==> config.mk <==
export PLATFORM = sky130hd
export DESIGN_NAME = gaussian_blur_flat
export DESIGN_NICKNAME = d
export VERILOG_FILES = /design/src/rtl/gaussian_blur_if.sv /design/src/rtl/gaussian_blur.sv /design/src/flat_wrapper.sv
export SDC_FILE = /design/constraint.sdc
export NUM_CORES = 1
export LEC_CHECK = 0
export ABC_CLOCK_PERIOD_IN_PS = 10800
export CAP_MARGIN = 5
export CORE_AREA = 2 2 117 119
export CTS_BUF_LIST = sky130_fd_sc_hd__clkbuf_8 sky130_fd_sc_hd__clkbuf_16
export DETAILED_ROUTE_END_ITERATION = 10
export DIE_AREA = 0 0 119 121
export PLACE_DENSITY = 0.79
export SKIP_LAST_GASP = 1
export SYNTH_ARGS = -nofsm -noshare
export SYNTH_HDL_FRONTEND = slang
export SYNTH_SLANG_ARGS = --single-unit
==> constraint.sdc <==
create_clock -name clk -period 10.8 [get_ports clk]
set_input_delay 2.7 -clock clk [delete_from_list [all_inputs] [get_ports clk]]
set_output_delay 2.7 -clock clk [all_outputs]
set_load 0.01 [all_outputs]
==> src/rtl/gaussian_blur_if.sv <==
// Bus bundle for gaussian_blur: pass control, source-BRAM read port and destination-BRAM write port.
// The master modport is the blur engine; the slave modport is its surroundings (BRAMs and controller).
interface gaussian_blur_if #(
    parameter int ADDR_W = 12
) ();
    logic              start;
    logic [ADDR_W-1:0] read_addr;
    logic [7:0]        pixel_in;
    logic [ADDR_W-1:0] write_addr;
    logic              write_valid;
    logic [7:0]        pixel_out;
    logic              busy;
    logic              done;
    logic [1:0]        state_num;

    modport master (
        input  start, pixel_in,
        output read_addr, write_addr, write_valid, pixel_out, busy, done, state_num
    );

    modport slave (
        output start, pixel_in,
        input  read_addr, write_addr, write_valid, pixel_out, busy, done, state_num
    );
endinterface

==> src/rtl/gaussian_blur.sv <==
// 3x3 binomial Gaussian blur over a DIMENSION x DIMENSION 8-bit image held in a source BRAM.
// Each tap is fetched one at a time. Edge pixels are clamped. Results go to a destination BRAM.
module gaussian_blur #(
    parameter int DIMENSION    = 64,
    parameter int BRAM_LATENCY = 2,
    parameter int ADDR_W       = $clog2(DIMENSION * DIMENSION)
) (
    input  logic          clk,
    input  logic          rst_in,
    gaussian_blur_if.master bus
);
    localparam int RC_W   = (DIMENSION > 1) ? $clog2(DIMENSION) : 1;
    localparam int WAIT_W = $clog2(BRAM_LATENCY + 1);
    localparam int ACC_W  = 12;

    typedef enum logic [1:0] {
        IDLE  = 2'd0,
        FETCH = 2'd1,
        WRITE = 2'd2,
        DONE  = 2'd3
    } state_t;

    state_t            state_q, state_d;
    logic [RC_W-1:0]   row_q, row_d, col_q, col_d;
    logic [3:0]        tap_q, tap_d;
    logic [WAIT_W-1:0] wait_q, wait_d;
    logic [ACC_W-1:0]  acc_q, acc_d, acc_sum;
    logic [ADDR_W-1:0] read_addr_q, read_addr_d;
    logic [ADDR_W-1:0] write_addr_q, write_addr_d;
    logic [7:0]        pixel_out_q, pixel_out_d;
    logic [2:0]        tap_weight [9];
    logic              last_pixel;

    // Kernel [1 2 1; 2 4 2; 1 2 1] in row-major tap order.
    generate
        for (genvar gi = 0; gi < 9; gi++) begin : g_weight
            assign tap_weight[gi] = (gi == 4) ? 3'd4 : (((gi % 2) == 1) ? 3'd2 : 3'd1);
        end
    endgenerate

    function automatic logic [ADDR_W-1:0] tap_addr(input int r, input int c, input int tap);
        int rr;
        int cc;
        rr = r + tap / 3 - 1;
        cc = c + tap % 3 - 1;
        if (rr < 0) rr = 0;
        else if (rr > DIMENSION - 1) rr = DIMENSION - 1;
        if (cc < 0) cc = 0;
        else if (cc > DIMENSION - 1) cc = DIMENSION - 1;
        return ADDR_W'(rr * DIMENSION + cc);
    endfunction

    assign acc_sum    = acc_q + ACC_W'(bus.pixel_in) * ACC_W'(tap_weight[tap_q]);
    assign last_pixel = (row_q == RC_W'(DIMENSION - 1)) && (col_q == RC_W'(DIMENSION - 1));

    always_comb begin
        state_d      = state_q;
        row_d        = row_q;
        col_d        = col_q;
        tap_d        = tap_q;
        wait_d       = wait_q;
        acc_d        = acc_q;
        read_addr_d  = read_addr_q;
        write_addr_d = write_addr_q;
        pixel_out_d  = pixel_out_q;
        case (state_q)
            IDLE: begin
                if (bus.start) begin
                    state_d     = FETCH;
                    row_d       = '0;
                    col_d       = '0;
                    tap_d       = '0;
                    wait_d      = '0;
                    acc_d       = '0;
                    read_addr_d = tap_addr(0, 0, 0);
                end
            end
            FETCH: begin
                if (wait_q == WAIT_W'(BRAM_LATENCY)) begin
                    acc_d  = acc_sum;
                    wait_d = '0;
                    if (tap_q == 4'd8) begin
                        state_d      = WRITE;
                        tap_d        = '0;
                        write_addr_d = tap_addr(int'(row_q), int'(col_q), 4);
                        // Max sum 4080 + 8 still fits 12 bits, so no carry is lost.
                        pixel_out_d  = 8'((acc_sum + ACC_W'(8)) >> 4);
                    end else begin
                        tap_d       = tap_q + 4'd1;
                        read_addr_d = tap_addr(int'(row_q), int'(col_q), int'(tap_q) + 1);
                    end
                end else begin
                    wait_d = wait_q + WAIT_W'(1);
                end
            end
            WRITE: begin
                acc_d = '0;
                if (last_pixel) begin
                    state_d = DONE;
                end else begin
                    state_d = FETCH;
                    if (col_q == RC_W'(DIMENSION - 1)) begin
                        col_d = '0;
                        row_d = row_q + RC_W'(1);
                    end else begin
                        col_d = col_q + RC_W'(1);
                    end
                    read_addr_d = tap_addr(int'(row_d), int'(col_d), 0);
                end
            end
            DONE: begin
                state_d = IDLE;
            end
            default: state_d = IDLE;
        endcase
    end

    always_ff @(posedge clk) begin
        if (rst_in) begin
            state_q      <= IDLE;
            row_q        <= '0;
            col_q        <= '0;
            tap_q        <= '0;
            wait_q       <= '0;
            acc_q        <= '0;
            read_addr_q  <= '0;
            write_addr_q <= '0;
            pixel_out_q  <= '0;
        end else begin
            state_q      <= state_d;
            row_q        <= row_d;
            col_q        <= col_d;
            tap_q        <= tap_d;
            wait_q       <= wait_d;
            acc_q        <= acc_d;
            read_addr_q  <= read_addr_d;
            write_addr_q <= write_addr_d;
            pixel_out_q  <= pixel_out_d;
        end
    end

    assign bus.read_addr   = read_addr_q;
    assign bus.write_addr  = write_addr_q;
    assign bus.pixel_out   = pixel_out_q;
    assign bus.write_valid = (state_q == WRITE);
    assign bus.busy        = (state_q == FETCH) || (state_q == WRITE);
    assign bus.done        = (state_q == DONE);
    assign bus.state_num   = state_q;
endmodule

==> src/flat_wrapper.sv <==
// flat-port wrapper written by rule: the top's interface ports become plain ports
module gaussian_blur_flat 
#(
    parameter int DIMENSION    = 64,
    parameter int BRAM_LATENCY = 2,
    parameter int ADDR_W       = $clog2(DIMENSION * DIMENSION)
)
  (clk, rst_in, bus_start, bus_pixel_in, bus_read_addr, bus_write_addr, bus_write_valid, bus_pixel_out, bus_busy, bus_done, bus_state_num);
  gaussian_blur_if #(.ADDR_W(ADDR_W)) bus_i ();
  input  logic clk;
  input  logic rst_in;
  input wire logic [$bits(bus_i.start)-1:0] bus_start;
  input wire logic [$bits(bus_i.pixel_in)-1:0] bus_pixel_in;
  output wire logic [$bits(bus_i.read_addr)-1:0] bus_read_addr;
  output wire logic [$bits(bus_i.write_addr)-1:0] bus_write_addr;
  output wire logic [$bits(bus_i.write_valid)-1:0] bus_write_valid;
  output wire logic [$bits(bus_i.pixel_out)-1:0] bus_pixel_out;
  output wire logic [$bits(bus_i.busy)-1:0] bus_busy;
  output wire logic [$bits(bus_i.done)-1:0] bus_done;
  output wire logic [$bits(bus_i.state_num)-1:0] bus_state_num;
  assign bus_i.start = bus_start;
  assign bus_i.pixel_in = bus_pixel_in;
  assign bus_read_addr = bus_i.read_addr;
  assign bus_write_addr = bus_i.write_addr;
  assign bus_write_valid = bus_i.write_valid;
  assign bus_pixel_out = bus_i.pixel_out;
  assign bus_busy = bus_i.busy;
  assign bus_done = bus_i.done;
  assign bus_state_num = bus_i.state_num;
  gaussian_blur #(.DIMENSION(DIMENSION), .BRAM_LATENCY(BRAM_LATENCY), .ADDR_W(ADDR_W)) u_core (.clk(clk), .rst_in(rst_in), .bus(bus_i));
endmodule
After elaboration in Yosys (flattened, before gate mapping)
Memory sizes are Yosys's and may differ from the RTL's.
Cells that the tools add are included.
Word-level totals
  bits in registers: 64
  memory bits (read-only): 48
  input bits: 11
  output and inout port bits: 37
  logic and storage cells: 132
  memories kept: 1
Operators by class
  $add $sub $neg: 20
  multipliers: 1
  div/mod/pow operators: 2
  $lt $le $gt $ge: 13
  equality and inequality tests: 12
  multiplexer cells: 60
  bitwise logic cells: 1
  reduce and logical (&&, ||, !) cells: 13
Memories
  (no name shown): depth 16, width 3, rd ports 1, clocked after memory_dff 0, write ports 0, line gaussian_blur.sv:53  | assign acc_sum = acc_q + ACC_W'(bus.pixel_in) * ACC_W'(tap_weight[tap_q]);
Operator list (count)
  two-way mux 12 bit: 19
  two-way mux 6 bit: 23
  greater-than comparator 32 x 7 -> 1 bit, second input constant: 3
  less-than comparator 32 x 1 -> 1 bit, second input constant: 3
  case mux 12 bit (3 select lines): 2
  adder 7 x 32 -> 32 bit: 2
  subtractor 32 x 2 -> 32 bit, second input constant: 2
  adder 12 bit: 3
  divider 32 x 3 -> 32 bit, second input constant: 1
  remainder unit 32 x 3 -> 32 bit, second input constant: 1
  case mux 6 bit (2 select lines): 2
  subtractor 7 x 1 -> 8 bit, second input constant: 2
  AND reduction 3 bit: 5
  adder 6 x 1 -> 7 bit, second input constant: 2
  greater-than comparator 7 bit, second input constant: 2
  less-than comparator 7 x 1 -> 1 bit, second input constant: 2
  subtractor 6 x 1 -> 7 bit, second input constant: 2
  adder 12 x 11 -> 12 bit: 1
  adder 12 x 4 -> 12 bit, second input constant: 1
  adder 6 x 1 -> 6 bit, second input constant: 2
  equality test 6 bit, second input constant: 2
  two-way mux 2 bit: 6
  two-way mux 4 bit: 3
  multiplier 8 x 3 -> 11 bit: 1
  23 further kinds: 30

Depth between registers and ports, before layout
Gate-level depths: netlist of the first run.
  word-level depth: 14
  gate-level depth with buffers: 42
  depth with buffers taken out: 39

Least setup slack after synthesis of the first run
No wires, ideal clock.
  kind: reg-to-reg
  from: register u_core.tap_q[1]
  to: register u_core.read_addr_q[0] (netlist: u_core.bus.read_addr[0])
  library setup time: 0.131 ns
  arrival time: 6.997 ns
  required time: 10.669 ns
  setup slack: 3.672 ns
  cell stages (with the launch flop): 36
  path buffers: 5
  period minus slack after synthesis: 7.128 ns
  cell sequence: dfxtp_1 buf_4 and3_1 buf_2 xnor2_1 ha_1 buf_2 buf_2 and3b_1 a211oi_1 a31oi_1 inv_2 ha_1 nor2_1 and2_4 and2_4 xnor2_2 ha_1 nor4_1 o21ai_0 a22oi_1 a2111oi_4 clkbuf_1 xnor2_1 ha_1 inv_1 ha_1 o2111ai_1 a311oi_1 a31oi_2 o21ai_1 a211oi_1 or3_1 mux2i_1 a311oi_2 o21ai_1
Between the ends
  cells in the longest elaborated chain, start to end: 14
  elaborated cells on any way between the ends: 18
  those cells by class: 4 x add/sub; 1 x div; 2 x order compare; 2 x eq/ne; 8 x mux; 1 x reduce/logical
RTL lines
  start, declared: line gaussian_blur.sv:25  | logic [3:0] tap_q, tap_d;
  start signal, assigned: line gaussian_blur.sv:133  | tap_q <= tap_d;
  adder 4 x 1 -> 5 bit: line gaussian_blur.sv:90  | read_addr_d = tap_addr(int'(row_q), int'(col_q), int'(tap_q) + 1);
  remainder unit 32 x 3 -> 32 bit: line gaussian_blur.sv:45  | cc = c + tap % 3 - 1;
  adder 7 x 32 -> 32 bit: line gaussian_blur.sv:45
  subtractor 32 x 2 -> 32 bit: line gaussian_blur.sv:45
  greater-than comparator 32 x 7 -> 1 bit: line gaussian_blur.sv:49  | else if (cc > DIMENSION - 1) cc = DIMENSION - 1;
  two-way mux 12 bit: line gaussian_blur.sv:49
  two-way mux 12 bit: line gaussian_blur.sv:48  | if (cc < 0) cc = 0;
  two-way mux 12 bit: line gaussian_blur.sv:82  | if (tap_q == 4'd8) begin
  two-way mux 12 bit: line gaussian_blur.sv:79  | if (wait_q == WAIT_W'(BRAM_LATENCY)) begin
  two-way mux 12 bit: line gaussian_blur.sv:66  | case (state_q)
  adder 12 bit: line gaussian_blur.sv:50  | return ADDR_W'(rr * DIMENSION + cc);
  two-way mux 12 bit: line gaussian_blur.sv:82
  two-way mux 12 bit: line gaussian_blur.sv:79
  case mux 12 bit (3 select lines): line gaussian_blur.sv:66
  end signal, assigned: line gaussian_blur.sv:136  | read_addr_q <= read_addr_d;
  end, declared: line gaussian_blur.sv:28  | logic [ADDR_W-1:0] read_addr_q, read_addr_d;
Several ways; a longest one is shown, not always the timed one. The select of a mux whose other input is x is not followed.
A chain may end at the register's enable or synchronous reset.

Worst setup path in the final report of the first run
  from: register u_core.tap_q[0]
  to: register u_core.read_addr_q[3] (netlist: u_core.bus.read_addr[3])
The elaborated chain is that of the path after synthesis.

==> summary.md, run 1 <==
| Metric | Value |
|---|---|
| Max Cap Violations | 0 |
| DRT antenna net count | 0 |
| FF-to-FF End | u_core.bus.read_addr[3] |
| Routed WL per cell | 15.7 um |
| Syn_area_per_cell | 7.43 sq um |
| Routability Congestion | 1.00 |
| Placed instance count | 1225 |
| Fin util | 65.7% |
| Core area | 13100 sq um |
| Worst path bufs/invs | 4 |
| Max-slew violations | 0 |
| CP Launch Point | u_core.tap_q[0] |
| Via count | 7378 |
| I/O pin count | 48 |
| Worst min path class | flip-flop to flip-flop |
| Worst path most repeated cell | ha_1 |
| TritonCTS buffer count | 9 |
| Slew HR | 31.7% |
| Maximum buffer depth of the clock tree | 2 |
| Sequential fraction of the synthesis area | 16.5% |
| Yosys top cell by area | dfxtp_1 |
| Final cycle utilization of the critical path | 83.5% |
| Die ar. | 14400 sq um |
| CP delay by family, top | compound AO/OA/AOI/OAI gates |
| # rows | 42 |
| Synth Instances | 1043 |
| Buffers on Ports | 47 |
| # DRC | 0 |
| Vias in the first global route | 6850 |
| Die W | 119 um |
| Clock Skews | 0.00869 ns |
| Synthesized flop and latch total | 64 |
| Postcts setup bufs | 0 |
| Clk Latency, worst-skew pair | 0.35 ns |
| Worst reg2reg startpoint | u_core.tap_q[0] |
| WP data arrival | 9.23 ns |
| Cell Area, Synth | 7750 sq um |
| Initial core utilization | 59.2% |
| Final setup fails | 0 |
| Status | complete, no violations |
| # diodes | 0 |
| Unrepaired setup endpoints after global routing | false |
| Switching power | 0.968 mW |
| Post-Layout Cell Count | 1241 |
| CP max stage delay | 0.74 ns |
| Logic gate share of total power | 69.6% |
| Yosys cell types | 90 |
| Grt total ovfl | 0 |
| TNS Setup | 0 ns |
| P_leak | 3.74 nW |
| WS Path Type | flip-flop to flip-flop |
| Top post-synthesis cells by count | inv_1, a21oi_1, nand2_1 |
| Final worst slack | 1.79 ns |
| Top cells by area, synth | dfxtp_1, ha_1, inv_1 |
| Clk root buf | clkbuf_16 |
| Place WS | 1.91 ns |
| Via density | 5.95 |
| Area grow syn2layout | 11.0% |
| Worst setup endpoint | u_core.bus.read_addr[3] |
| Critical-path maximum fanout | 17 |
| Top-count cell post-synth | inv_1 |
| Hold Vio Cnt, Final | 0 |
| Die Height | 121 um |
| CTS tree | built |
| Clk pwr share | 17.1% |
| Worst vdd ir | 0.000268 V |
| Post-CTS Hold Fix Bufs | 0 |
| Worst hold path depth | 2 |
| Slowest-stage cell, CP | dfxtp_1 |
| Reg2Reg Setup Slack | 1.79 ns |
| Post-synth ARST share | 0% |
| Total iterations of the first detailed-routing run | 5 |
| Tot Pwr | 2.05 mW |
| Net Sw Frac | 47.3% |
| Maximum clock rate | 0.111 GHz |
| Number of nets in the layout | 1173 |
| Synth warn | 0 |
| Largest net degree at the start of global routing | 62 |
| FF-to-FF path depth | 32 |
| P_int | 1.08 mW |
| Worst setup EP type | flip-flop |
| DRT iter0 DRCs | 754 |
| Sequential power share | 13.4% |
| Layout cells sized above 1 | 6.10% |
| Stages on worst setup path | 32 |
| Crit path required time | 11.02 ns |
| PostCTS Resize Cnt | 0 |
| GRT Total Usage | 27.8% |
| Post-DP HPWL | 14.9 mm |
| CTS Sinks | 64 |
| Initial antenna violation count | 0 |
| PwrDens | 238 nW/um^2 |
| First-pass GRT wire length | 32.9 mm |
| Crit path time final | 9.01 ns |
| Drt total wl | 19.5 mm |
| Clk pin slew, worst setup/hold paths | 0.06 ns |
| Share of the synthesized area in the top cell type | 16.5% |
| Post-synth EDFFs | 0 |
| Setup crit start kind | flip-flop |
| H-Tree Depth | 3 |
| Top_reg_cell synth | dfxtp_1 |
| Actual slew at the worst max-slew pin | 1.02 ns |
[stage by stage]
stage	cell area, sq um	hold WS [ns]
floorplan	7760	0.436
global placement	8250	0.443
detailed placement	8250	0.447
CTS	8600	0.455
global route	8600	0.489
finish	8600	0.453
[worst min-delay path by stage]
stage	startpoint	to	slack (ns)
2_1_floorplan	u_core.acc_q[0]	u_core.acc_q[0]	0.44
3_3_place_gp	u_core.bus.write_addr[10]	u_core.bus.write_addr[10]	0.44
3_5_place_dp	u_core.bus.write_addr[3]	u_core.bus.write_addr[3]	0.45
4_1_cts	u_core.bus.write_addr[3]	u_core.bus.write_addr[3]	0.45
5_1_grt	u_core.bus.write_addr[11]	u_core.bus.write_addr[11]	0.49
6_report	u_core.bus.write_addr[2]	u_core.bus.write_addr[2]	0.45
[layer usage]
metal  vias to the layer above  share of wire [%]  GRT usage, %
met5                         -                  0             0
met4                         0                2.5          9.38
li1                       3684                  -             -
met1                      3439                 46          36.9
met3                        35                5.6          4.65
met2                       220                 46          45.9
[power by group through the flow]
| stage | logic, mW | registers (mW) | clock network (mW) |
|---|---|---|---|
| 2_1_floorplan | 1.09 | 0.274 | 0 |
| 3_3_place_gp | 1.38 | 0.278 | 0 |
| 3_5_place_dp | 1.39 | 0.278 | 0 |
| 4_1_cts | 1.40 | 0.273 | 0.356 |
| 5_1_grt | 1.57 | 0.277 | 0.366 |
| 6_report | 1.42 | 0.274 | 0.349 |
[layout make-up]
| cell class | instances | area (sq um) |
|---|---|---|
| timing repair buffer | 48 | 473 |
| inverter | 123 | 462 |
| fill | 1128 | 4480 |
| tap | 176 | 220 |
| clock buffer | 9 | 225 |
| multi-input combinational | 814 | 5820 |
| clock inverter | 7 | 126 |
| sequential | 64 | 1280 |
[cells in the final DEF (no fill, tap or decap), types with 5 or more instances in the layout]
master	instances
clkdlybuf4s50_1	46
a21boi_0	9
a21o_1	18
clkbuf_16	9
o21a_1	8
dfxtp_1	64
conb_1	6
o2111ai_1	5
ha_1	84
or3_1	10
xnor2_1	49
o21ai_0	40
xor2_1	8
or2_2	16
nor3_1	25
nor2_1	80
and2_1	9
mux2i_1	8
a31oi_1	9
inv_1	121
a211oi_1	12
a21oi_1	86
nor4_1	8
nand4_1	9
o21ai_1	9
a22oi_1	23
nand2b_1	20
nor2b_1	11
o22ai_1	10
fa_1	18
and3_1	17
nand2_1	86
nand3_1	31
[cell families after synthesis]
| group | Yosys count | synth area share, % |
|---|---|---|
| AO/OA/AOI/OAI | 289 | 25.7 |
| XOR/XNOR | 58 | 6.65 |
| adder cells (fa/ha/maj) | 102 | 18.2 |
| buffers and inverters | 169 | 8.62 |
| flip-flops | 64 | 16.5 |
| multiplexers | 10 | 1.32 |
| other | 2 | 0.0969 |
| AND/OR/NAND/NOR | 349 | 22.9 |
[worst min-delay path, delay by kind of cell, from the launching register on]
| kind | cells | cell delay [ns] |
|---|---|---|
| AOI/OAI and AO/OA | 1 | 0.05 |
| DFF | 1 | 0.31 |
| and+or+nand+nor | 1 | 0.05 |
[state kept, by name, summed over array words and instances (netlist names)]
register and count:
u_core.col_q 6, u_core.bus.state_num 2, u_core.bus.pixel_out 8, u_core.wait_q 2, u_core.row_q 6, u_core.bus.write_addr 12
u_core.acc_q 12, u_core.tap_q 4, u_core.bus.read_addr 12
Note: power is estimated with default switching activity, not from simulation.
==> inputs of run 2 (changes only) <==
Settings changed: ABC_CLOCK_PERIOD_IN_PS 10800 to 9200.
Clock period 10.8 ns to 9.2 ns, I/O delays scaled along.
==> summary.md, run 2 (synthesis results as in run 1) <==
| Metric | Value |
|---|---|
| Area grow syn2layout | 11.3% |
| Placed Area | 8270 sq um (+0.18%) |
| Via density | 6.05 (+1.7%) |
| GRT Total Usage | 28.2% (+0.35 points) |
| Post-CTS Hold Fix Bufs | 0 (unchanged) |
| Maximum buffer depth of the clock tree | 2 (unchanged) |
| Actual slew at the worst max-slew pin | 0.996 ns (-0.0282 ns) |
| Initial core utilization | 59.2% (unchanged) |
| Commonest non-fill, non-tap cell in the layout | inv_1 |
| # diodes | 0 (unchanged) |
| Vias in the first global route | 6928 (+1.1%) |
| Clock Skews | 0.0134 ns (+0.00468 ns) |
| Core area | 13100 sq um (unchanged) |
| Via count | 7518 (+1.9%) |
| Routability Congestion | 1.02 (+1.8%) |
| Drt total wl | 20.1 mm (+3.4%) |
| Max-slew violations | 0 (unchanged) |
| TNS Setup | 0 ns (unchanged) |
| Hold Vio Cnt, Final | 0 (unchanged) |
| Reg2Reg Setup Slack | 0.87 ns (-0.92 ns) |
| Routed WL per cell | 16.2 um (+3.3%) |
| Largest net degree at the start of global routing | 62 (unchanged) |
| Critical-path maximum fanout | 15 (-2) |
| Slowest-stage cell, CP | dfxtp_1 |
| Clk root buf | clkbuf_16 |
| Setup crit start kind | flip-flop |
| Crit path time final | 8.33 ns (-0.685 ns) |
| Most frequent cells in the layout | inv_1, a21oi_1, nand2_1 |
| Final worst slack | 0.871 ns (-0.915 ns) |
| Fillers | 1134 (+0.53%) |
| Worst min path class | flip-flop to flip-flop |
| Status | complete, no violations |
| CTS Sinks | 64 (unchanged) |
| Buffers on Ports | 47 (unchanged) |
| Die Height | 121 um (unchanged) |
| Place WS | 0.527 ns (-1.38 ns) |
| WP data arrival | 8.55 ns (-0.68 ns) |
| Slew HR | 33.6% (+1.9 points) |
| Grt total ovfl | 0 (unchanged) |
| P_leak | 3.75 nW (+0.30%) |
| Total iterations of the first detailed-routing run | 5 (unchanged) |
| First-pass GRT wire length | 33.2 mm (+1.0%) |
| Die W | 119 um (unchanged) |
| # DRC | 0 (unchanged) |
| Die ar. | 14400 sq um (unchanged) |
| DRT iter0 DRCs | 533 (-29%) |
| DRT antenna net count | 0 (unchanged) |
| Worst path most repeated cell | ha_1 |
| CTS tree | built |
| Final instance area | 8630 sq um (+0.29%) |
| Post-Layout Cell Count | 1243 (+0.16%) |
| PwrDens | 280 nW/um^2 (+18%) |
| Worst setup EP type | flip-flop |
| Clk pin slew, worst setup/hold paths | 0.06 ns (about the same) |
| Max Cap Violations | 0 (unchanged) |
| TritonCTS buffer count | 9 (unchanged) |
| WS Path Type | flip-flop to flip-flop |
| Final setup fails | 0 (unchanged) |
| Worst vdd ir | 0.000363 V (+36%) |
| # rows | 42 (unchanged) |
| Unrepaired setup endpoints after global routing | false |
| Hold_ws | 0.452 ns (-0.00114 ns) |
| Post-DP HPWL | 15.2 mm (+1.7%) |
| Clk Latency, worst-skew pair | 0.35 ns (about the same) |
| CP max stage delay | 0.60 ns (-0.14 ns) |
| Initial antenna violation count | 0 (unchanged) |
| Final cycle utilization of the critical path | 90.5% (+7.1 points) |
| Number of nets in the layout | 1175 (+0.17%) |
| Placed instance count | 1227 (+0.16%) |
| Layout cells sized above 1 | 6.65% (+0.55 points) |
| Crit path required time | 9.42 ns (-1.60 ns) |
| I/O pin count | 48 (unchanged) |
| H-Tree Depth | 3 (unchanged) |
| Maximum clock rate | 0.120 GHz (+8.2%) |
[run 2: cell count changes in the layout (fill, tap and decap cells not counted), sizes merged]
cell / delta
buf: +2
clkinv: +1
clkinvlp: -1
[run 2: worst max-delay path: cells and delay by family, from the launching register on]
family	cells	cell delay (ns)
multiplexers	2	0.44
buffers and inverters	5	0.57
adder cells (fa/ha/maj)	6	1.93
AO/OA/AOI/OAI	11	2.71
AND/OR/NAND/NOR	9	1.93
flip-flops	1	0.60
[run 2: worst paths after layout]
check,startpoint,end,cells past startpoint
setup / recovery,u_core.tap_q[1],u_core.bus.read_addr[3],33
hold / removal,u_core.bus.write_addr[5],u_core.bus.write_addr[5],2
setup reg to reg,u_core.tap_q[1],u_core.bus.read_addr[3],33
hold reg to reg,u_core.bus.write_addr[5],u_core.bus.write_addr[5],2
[run 2: metal layers]
layer  part of all wire [%]  global-route usage (%)
met1                     46                    36.5
met2                     46                    46.8
met3                    4.8                    4.61
met4                    2.9                    11.1
met5                      0                       0
[run 2: through the flow]
step | total power [mW] | utilization (%)
finish | 2.42 | 65.9
global route | 2.59 | 65.9
CTS | 2.38 | 65.9
detailed placement | 1.96 | 63.2
global placement | 1.94 | 63.2
floorplan | 1.60 | -
[run 2: cell type report]
cell class	count	area, sq um	share of cell area [%]
clock buffers	9	225	2.61
clock inverters	7	125	1.45
inverters	123	462	5.35
multi-input cells	814	5820	67.5
flip-flops and latches	64	1280	14.9
well taps	176	220	2.55
repair buffers	50	488	5.66
[run 2: power breakdown]
part | leakage [nW] | internal (mW) | switching (mW)
combinational | 3.06 | 0.708 | 0.979
sequential | 0.517 | 0.297 | 0.0253
clock | 0.171 | 0.268 | 0.140
[run 2: repair_timing]
action,in CTS,in global routing
resized for setup,0,4
buffers inserted,0,0
endpoints found under the setup margin,0,6
==> inputs of run 3 (changes only) <==
Settings changed: CTS_CLUSTER_SIZE from default to 40.
==> results of run 3 <==
Final layout, timing and power as in run 2 (identical DEF).
